$ cat src/rtl/ddr3_test_pkg.sv
// Shared encodings for the DDR3 traffic checker: pattern modes, FSM states
// and maximal-length LFSR tap masks.
package ddr3_test_pkg;

  typedef enum logic [1:0] {
    PAT_INC  = 2'd0,
    PAT_WALK = 2'd1,
    PAT_LFSR = 2'd2,
    PAT_ADDR = 2'd3
  } pattern_t;

  typedef enum logic [1:0] {
    ST_IDLE  = 2'd0,
    ST_WRITE = 2'd1,
    ST_READ  = 2'd2,
    ST_DONE  = 2'd3
  } state_t;

  // Tap masks for a right-shifting Fibonacci LFSR: feedback is the XOR of the
  // masked bits and enters at the MSB. Bit i set means term x^(width-i).
  function automatic logic [31:0] lfsr_taps(input int width);
    logic [31:0] taps;
    case (width)
      32'sd8:  taps = 32'h0000_001D;
      32'sd16: taps = 32'h0000_002D;
      32'sd32: taps = 32'hC000_0401;
      default: taps = 32'h0000_002D;
    endcase
    return taps;
  endfunction

endpackage

$ cat src/rtl/ddr3_pattern_gen.sv
// Per-word data pattern source; one copy drives write data, another regenerates
// the expected read data. init restarts the sequence, advance steps one word.
module ddr3_pattern_gen
  import ddr3_test_pkg::*;
#(
  parameter int          ADDR_WIDTH  = 18,
  parameter int          DQ_BITWIDTH = 16,
  parameter logic [31:0] LFSR_SEED   = 32'h0000_ACE1
) (
  input  logic                   clk,
  input  logic                   resetn,
  input  logic                   init,
  input  logic                   advance,
  input  logic [1:0]             mode,
  input  logic [ADDR_WIDTH-1:0]  address,
  output logic [DQ_BITWIDTH-1:0] data
);

  localparam logic [DQ_BITWIDTH-1:0] SEED = DQ_BITWIDTH'(LFSR_SEED);
  localparam logic [DQ_BITWIDTH-1:0] TAPS = DQ_BITWIDTH'(lfsr_taps(DQ_BITWIDTH));
  localparam logic [DQ_BITWIDTH-1:0] ONE  = DQ_BITWIDTH'(1'b1);

  logic [DQ_BITWIDTH-1:0] index;
  logic [DQ_BITWIDTH-1:0] walk;
  logic [DQ_BITWIDTH-1:0] lfsr;

  // Word index, rotating one-hot and LFSR state advance together
  always_ff @(posedge clk or negedge resetn) begin
    if (!resetn) begin
      index <= '0;
      walk  <= ONE;
      lfsr  <= SEED;
    end else if (init) begin
      index <= '0;
      walk  <= ONE;
      lfsr  <= SEED;
    end else if (advance) begin
      index <= index + ONE;
      walk  <= {walk[DQ_BITWIDTH-2:0], walk[DQ_BITWIDTH-1]};
      lfsr  <= {^(lfsr & TAPS), lfsr[DQ_BITWIDTH-1:1]};
    end else begin
      index <= index;
      walk  <= walk;
      lfsr  <= lfsr;
    end
  end

  // Select the pattern for the current word
  always_comb begin
    data = '0;
    case (pattern_t'(mode))
      PAT_INC:  data = index;
      PAT_WALK: data = walk;
      PAT_LFSR: data = lfsr;
      PAT_ADDR: data = DQ_BITWIDTH'(address);
      default:  data = '0;
    endcase
  end

endmodule

$ cat config.mk
export PLATFORM = sky130hd
export DESIGN_NAME = ddr3_pattern_gen
export DESIGN_NICKNAME = d
export VERILOG_FILES = /design/src/rtl/ddr3_test_pkg.sv /design/src/rtl/ddr3_pattern_gen.sv
export SDC_FILE = /design/constraint.sdc
export NUM_CORES = 1
export LEC_CHECK = 0
export CAP_MARGIN = 20
export CELL_PAD_IN_SITES_DETAIL_PLACEMENT = 0
export CELL_PAD_IN_SITES_GLOBAL_PLACEMENT = 2
export CORE_MARGIN = 2
export CORE_UTILIZATION = 36
export DETAILED_ROUTE_END_ITERATION = 6
export GPL_ROUTABILITY_DRIVEN = 0
export PLACE_DENSITY = 0.9
export SYNTH_ARGS = -nofsm -noshare
export SYNTH_HDL_FRONTEND = slang
export SYNTH_SLANG_ARGS = --single-unit
$ cat constraint.sdc
create_clock -name clk -period 2.3 [get_ports clk]
set_input_delay 0.46 -clock clk [delete_from_list [all_inputs] [get_ports clk]]
set_output_delay 0.46 -clock clk [all_outputs]
set_load 0.02 [all_outputs]
* Word level (Yosys, flattened, before mapping)
Cells that the tools add are included.
** Storage, ports and cells
- Register bits after elaboration :: 48
- Input port bits :: 24
- Word-level logic and storage cells :: 17
** Cells by class
- Add/subtract/negate cells :: 1
- Equal/unequal tests :: 3
- Muxes and demuxes :: 7
- Reductions and logical operators :: 3
** Operator list (number)
- $mux 16 :: 6
- $pmux 16 s4 :: 1
- $add 16x1->16 const B :: 1
- $reduce_xor 16->1 :: 1
- $eq 2x2->1 const B :: 2
- $eq 2x1->1 const B :: 1
- $logic_not 2->1 :: 1
- $reduce_bool 2->1 :: 1

* Longest topological paths before layout
Gate-level depths: netlist of the first run.
- Depth after elaboration :: 3
- Mapped depth :: 5
- Gate-level depth less buffers :: 5

* Least setup slack after synthesis of the first run
No wires, ideal clock.
- Kind :: input to output
- Start point :: input mode[0]
- End point :: output data[0]
- Data arrival time :: 1743 ps
- Data required time :: 1840 ps
- Setup slack :: 97 ps
- Stages :: 3
- Buffers on the path :: 2
- Cell sequence :: clkbuf_1 buf_2 mux4_2
** On the way
- Cells in the longest elaborated chain, start to end :: 2
- Elaborated cells on any way between the ends :: 5
- Classes of those cells :: 3 x eq/ne; 1 x mux; 1 x reduce/logical
** Ends and longest elaborated chain
- start: declaration :: line ddr3_pattern_gen.sv:14 : input logic [1:0] mode,
- $eq 2x2->1 (tied with other cells) :: line ddr3_pattern_gen.sv:51 : case (pattern_t'(mode))
- $pmux 16 s4 (*) :: line ddr3_pattern_gen.sv:51
- end: declaration :: line ddr3_pattern_gen.sv:16 : output logic [DQ_BITWIDTH-1:0] data
Mark *: on every way between the ends. The rest lies on a longest branch, timed or not.

* Worst setup path after layout of the first run
- Start point :: input mode[1]
- End point :: output data[1]
Same word-level chain as after synthesis.

==> run_results.csv, run 1 <==
group,metric,value,unit
cells_and_area,fin_util,0.4587,
floorplanning,coreArea,6794,sq um
global_routing,grt_antenna_before_repair,0,
timing,rsz0062_at_grt,"false",
power,pwr-share-clk,0.303,
cells_and_area,nNetsFinal,273,
clocking,clock_latency,0.30,ns
route,first_pass_iters,4,
timing,fin_crit_sh,0.9690,
worst_setup_path,endpoint,"data[1]",
power,power_leakage,1.387,nW
power,p_comb_frac,0.161,
placement,numPortBuffers,37,
worst_setup_path,critical_path_arrival,1.77,ns
floorplanning,num_rows,30,
worst_setup_path,crit-reg2reg-capture,"index[15]$_DFFE_PN0P_",
cells_and_area,fin_cells,345,
floorplanning,pin_count,40,
placement,dp.cells,336,
clocking,cts_setup_buffers,0,
yosys,yosysWarningCount,0,
cells_and_area,antenna-diode-count,0,
power,power_density,541.4,nW/um^2
worst_setup_path,path_delay_family,"buffers and inverters",
worst_setup_path,crit_top_cell,"buf_4",
yosys,syn_inst,207,
route,viasPerCell,5.049,
timing,setup_tns,0,ns
floorplanning,die_area,7682,sq um
clocking,cts_hold_buf,0,
cells_and_area,design_area,3117,sq um
cells_and_area,area_growth,23.75,%
clocking,ctsRootBufferMaster,"clkbuf_8",
route,num_vias,1742,
worst_setup_path,cp_num_cells,5,
worst_setup_path,path_cells,"clkdlybuf4s50_1 -> buf_4 -> buf_4 -> mux4_2 -> clkdlybuf4s15_2",
worst_setup_path,cp_slowest_cell,"clkdlybuf4s50_1",
worst_setup_path,r2r_cells,4,
clocking,htree_num_levels,2,
global_routing,grt_overflow,0,
floorplanning,fp.dieH,87.65,microns
route,routed_wl,5297,microns
worst_setup_path,critPathMaxStageDelay,0.48,ns
job,cap_violations,0,
timing,setup_viol,0,
cells_and_area,drive_gt1_frac,0.2771,
worst_setup_path,worstReg2RegStart,"index[4]$_DFFE_PN0P_",
floorplanning,start_util,0.3707,
worst_setup_path,critical_path_class,"input pin to primary output",
worst_setup_path,worst_setup_path_end_kind,"primary output",
cells_and_area,fillers,640,
global_routing,grt_pass1_vias,1795,
clocking,cts.sinks,48,
power,ir_drop,0.3310,mV
yosys,ys_async_sr_fraction,1.000,
timing,fmax,448.7,MHz
timing,tightest_slew,0.6062,ns
global_routing,grt_max_degree,38,
placement,pre_cts_ws,-0.4330,ns
global_routing,grt_pass1_wl,8963,microns
yosys,yosys_most_used_dff,"dfrtp_1",
worst_setup_path,worstPathRequired,1.84,ns
route,route.detailed.drc,0,
clocking,cts_buffers,5,
worst_setup_path,critPathBufInv,4,
worst_setup_path,critPathLaunchType,"input pin",
power,intPower,1.262,mW
power,seq_power_share,0.535,
hold_path,hold_class,"input pin to asynchronous set/reset pin",
yosys,syn-cell-area,2519,sq um
clocking,path_clk_slew,0.08,ns
route,antenna_left,0,
global_routing,grt_usage,0.1509,
placement,placed_area,3037,sq um
yosys,yosys.cell_types.count,33,
worst_setup_path,critical_path.startpoint,"mode[1]",
route,wire_per_inst,15.35,microns
status,status,"finished, final reports clean",
timing,fin_ws,0.07121,ns
yosys,syn_nets,232,
yosys,syn_avg_cell_area,12.17,sq um
yosys,ys_seq_area_frac,0.4814,
yosys,synth_edf_count,0,
floorplanning,die_x,87.65,microns
timing,period_minus_slack,2.229,ns
yosys,ys_ff_latch,48,
timing,drv_slew,0,
placement,place_hpwl,3808,microns
worst_setup_path,rrSetupSlack,0.62,ns
clocking,cts_tree,"yes",
route,drt_iter0_drc,79,
timing,hold_violations,0,
power,swShare,0.2522,
timing,relSlewSlack,0.5958,
timing,skew,0.01346,ns
power,switching_power,0.4255,mW
worst_setup_path,cp_max_fo,4,
clocking,cts_buffer_depth,2,
timing repair:
action,4_1_cts,5_1_grt
endpoints found under the setup margin,16,8
resized for setup,52,8
cloned,1,0
synth_stat cells (2+ instances only):
cell type  instances  area (sq um)
dfrtp_1           39         975.9
nor2_1            37         138.9
mux2i_1           24         240.2
mux4_2            15         337.8
dfstp_2            9         236.5
xnor2_1            9         78.83
a211o_1            8         70.07
nor2b_1            8         50.05
clkbuf_1           7         26.28
xor2_1             6         52.55
nand3_1            5         25.02
a21oi_1            4         20.02
buf_1              4         15.01
buf_2              4         20.02
nand2_1            3         11.26
nor4_1             3         18.77
o21ai_0            3         15.01
nand4_1            2         12.51
o2111ai_1          2         17.52
or3_1              2         12.51
per-layer routing:
| metal | global-route usage | up-vias | wire (microns) |
|---|---|---|---|
| li1 | - | 833 | - |
| met4 | 0.04615 | 0 | 65 |
| met3 | 0.02262 | 7 | 147 |
| met5 | 0 | - | 0 |
| met2 | 0.2493 | 27 | 2633 |
| met1 | 0.2063 | 875 | 2451 |
flip-flops by register name, summed over array words and instances, names as in the netlist:
signal  flops
lfsr       16
index      16
walk       16
layout by cell type (no fill, tap or decap), types with 2 or more instances in the layout:
master	instances
a211o_1	8
a21oi_1	4
buf_12	2
buf_2	12
buf_4	9
clkbuf_2	2
clkbuf_8	6
clkdlybuf4s15_2	5
clkdlybuf4s50_1	17
clkinv_2	2
dfrtp_1	39
dfstp_2	9
mux2i_1	24
mux4_2	15
nand2_1	3
nand3_1	5
nand4_1	2
nor2_1	37
nor2b_1	8
nor4_1	3
o2111ai_1	2
o21ai_0	3
or3_1	2
xnor2_1	9
xor2_1	6
power groups by stage:
stage	sequential (mW)	combinational, mW	clock, mW
after floorplan	0.910	0.162	0
after global placement	0.919	0.283	0
after detailed placement	0.920	0.284	0
after CTS	0.904	0.284	0.528
after global routing	0.908	0.296	0.562
final	0.903	0.272	0.512
kinds of logic (layout without fill, tap and decap cells):
logic type,Yosys count,in the layout,share of synthesized area
multiplexers,40,40,0.2399
adder cells (fa/ha/maj),1,1,0.004967
AND/OR/NAND/NOR,66,66,0.1311
AO/OA/AOI/OAI,20,20,0.06011
XOR/XNOR,15,15,0.05216
flip-flops,48,48,0.4814
buffers and inverters,17,59,0.03030
per-stage QoR:
| stage | power, mW | hold slack, ns |
|---|---|---|
| finish | 1.687 | 0.1643 |
| global route | 1.766 | 0.1875 |
| CTS | 1.716 | 0.1685 |
| detailed placement | 1.204 | 0.5008 |
| global placement | 1.202 | 0.4981 |
| floorplan | 1.072 | 0.1644 |
worst min path at each step:
stage / startpoint / endpoint / slack [ns] / depth (start not counted)
floorplan: resetn / index[0]$_DFFE_PN0P_ / 0.16 / 0
global placement: resetn / walk[14]$_DFFE_PN0P_ / 0.50 / 1
detailed placement: resetn / walk[14]$_DFFE_PN0P_ / 0.50 / 1
CTS: resetn / lfsr[8]$_DFFE_PN0P_ / 0.17 / 1
global route: resetn / walk[6]$_DFFE_PN0P_ / 0.19 / 1
finish: resetn / walk[14]$_DFFE_PN0P_ / 0.16 / 1
cell type report:
class,count,area (sq um),share of cell area
clock inverters,2,10.01,0.003212
inverters,1,3.754,0.001204
clock buffers,6,82.58,0.02650
multi-input cells,142,1230,0.3946
repair buffers,50,457.9,0.1469
flip-flops and latches,48,1212,0.3890
well taps,96,120.1,0.03854
No activity file was read; power rests on OpenSTA's default activity.
==> run 2, diff against run 1 <==
Settings changed: CTS_CLUSTER_DIAMETER set to 200.
==> results of run 2 <==
Same layout as run 1: the final DEF is identical, and so are final timing and power.
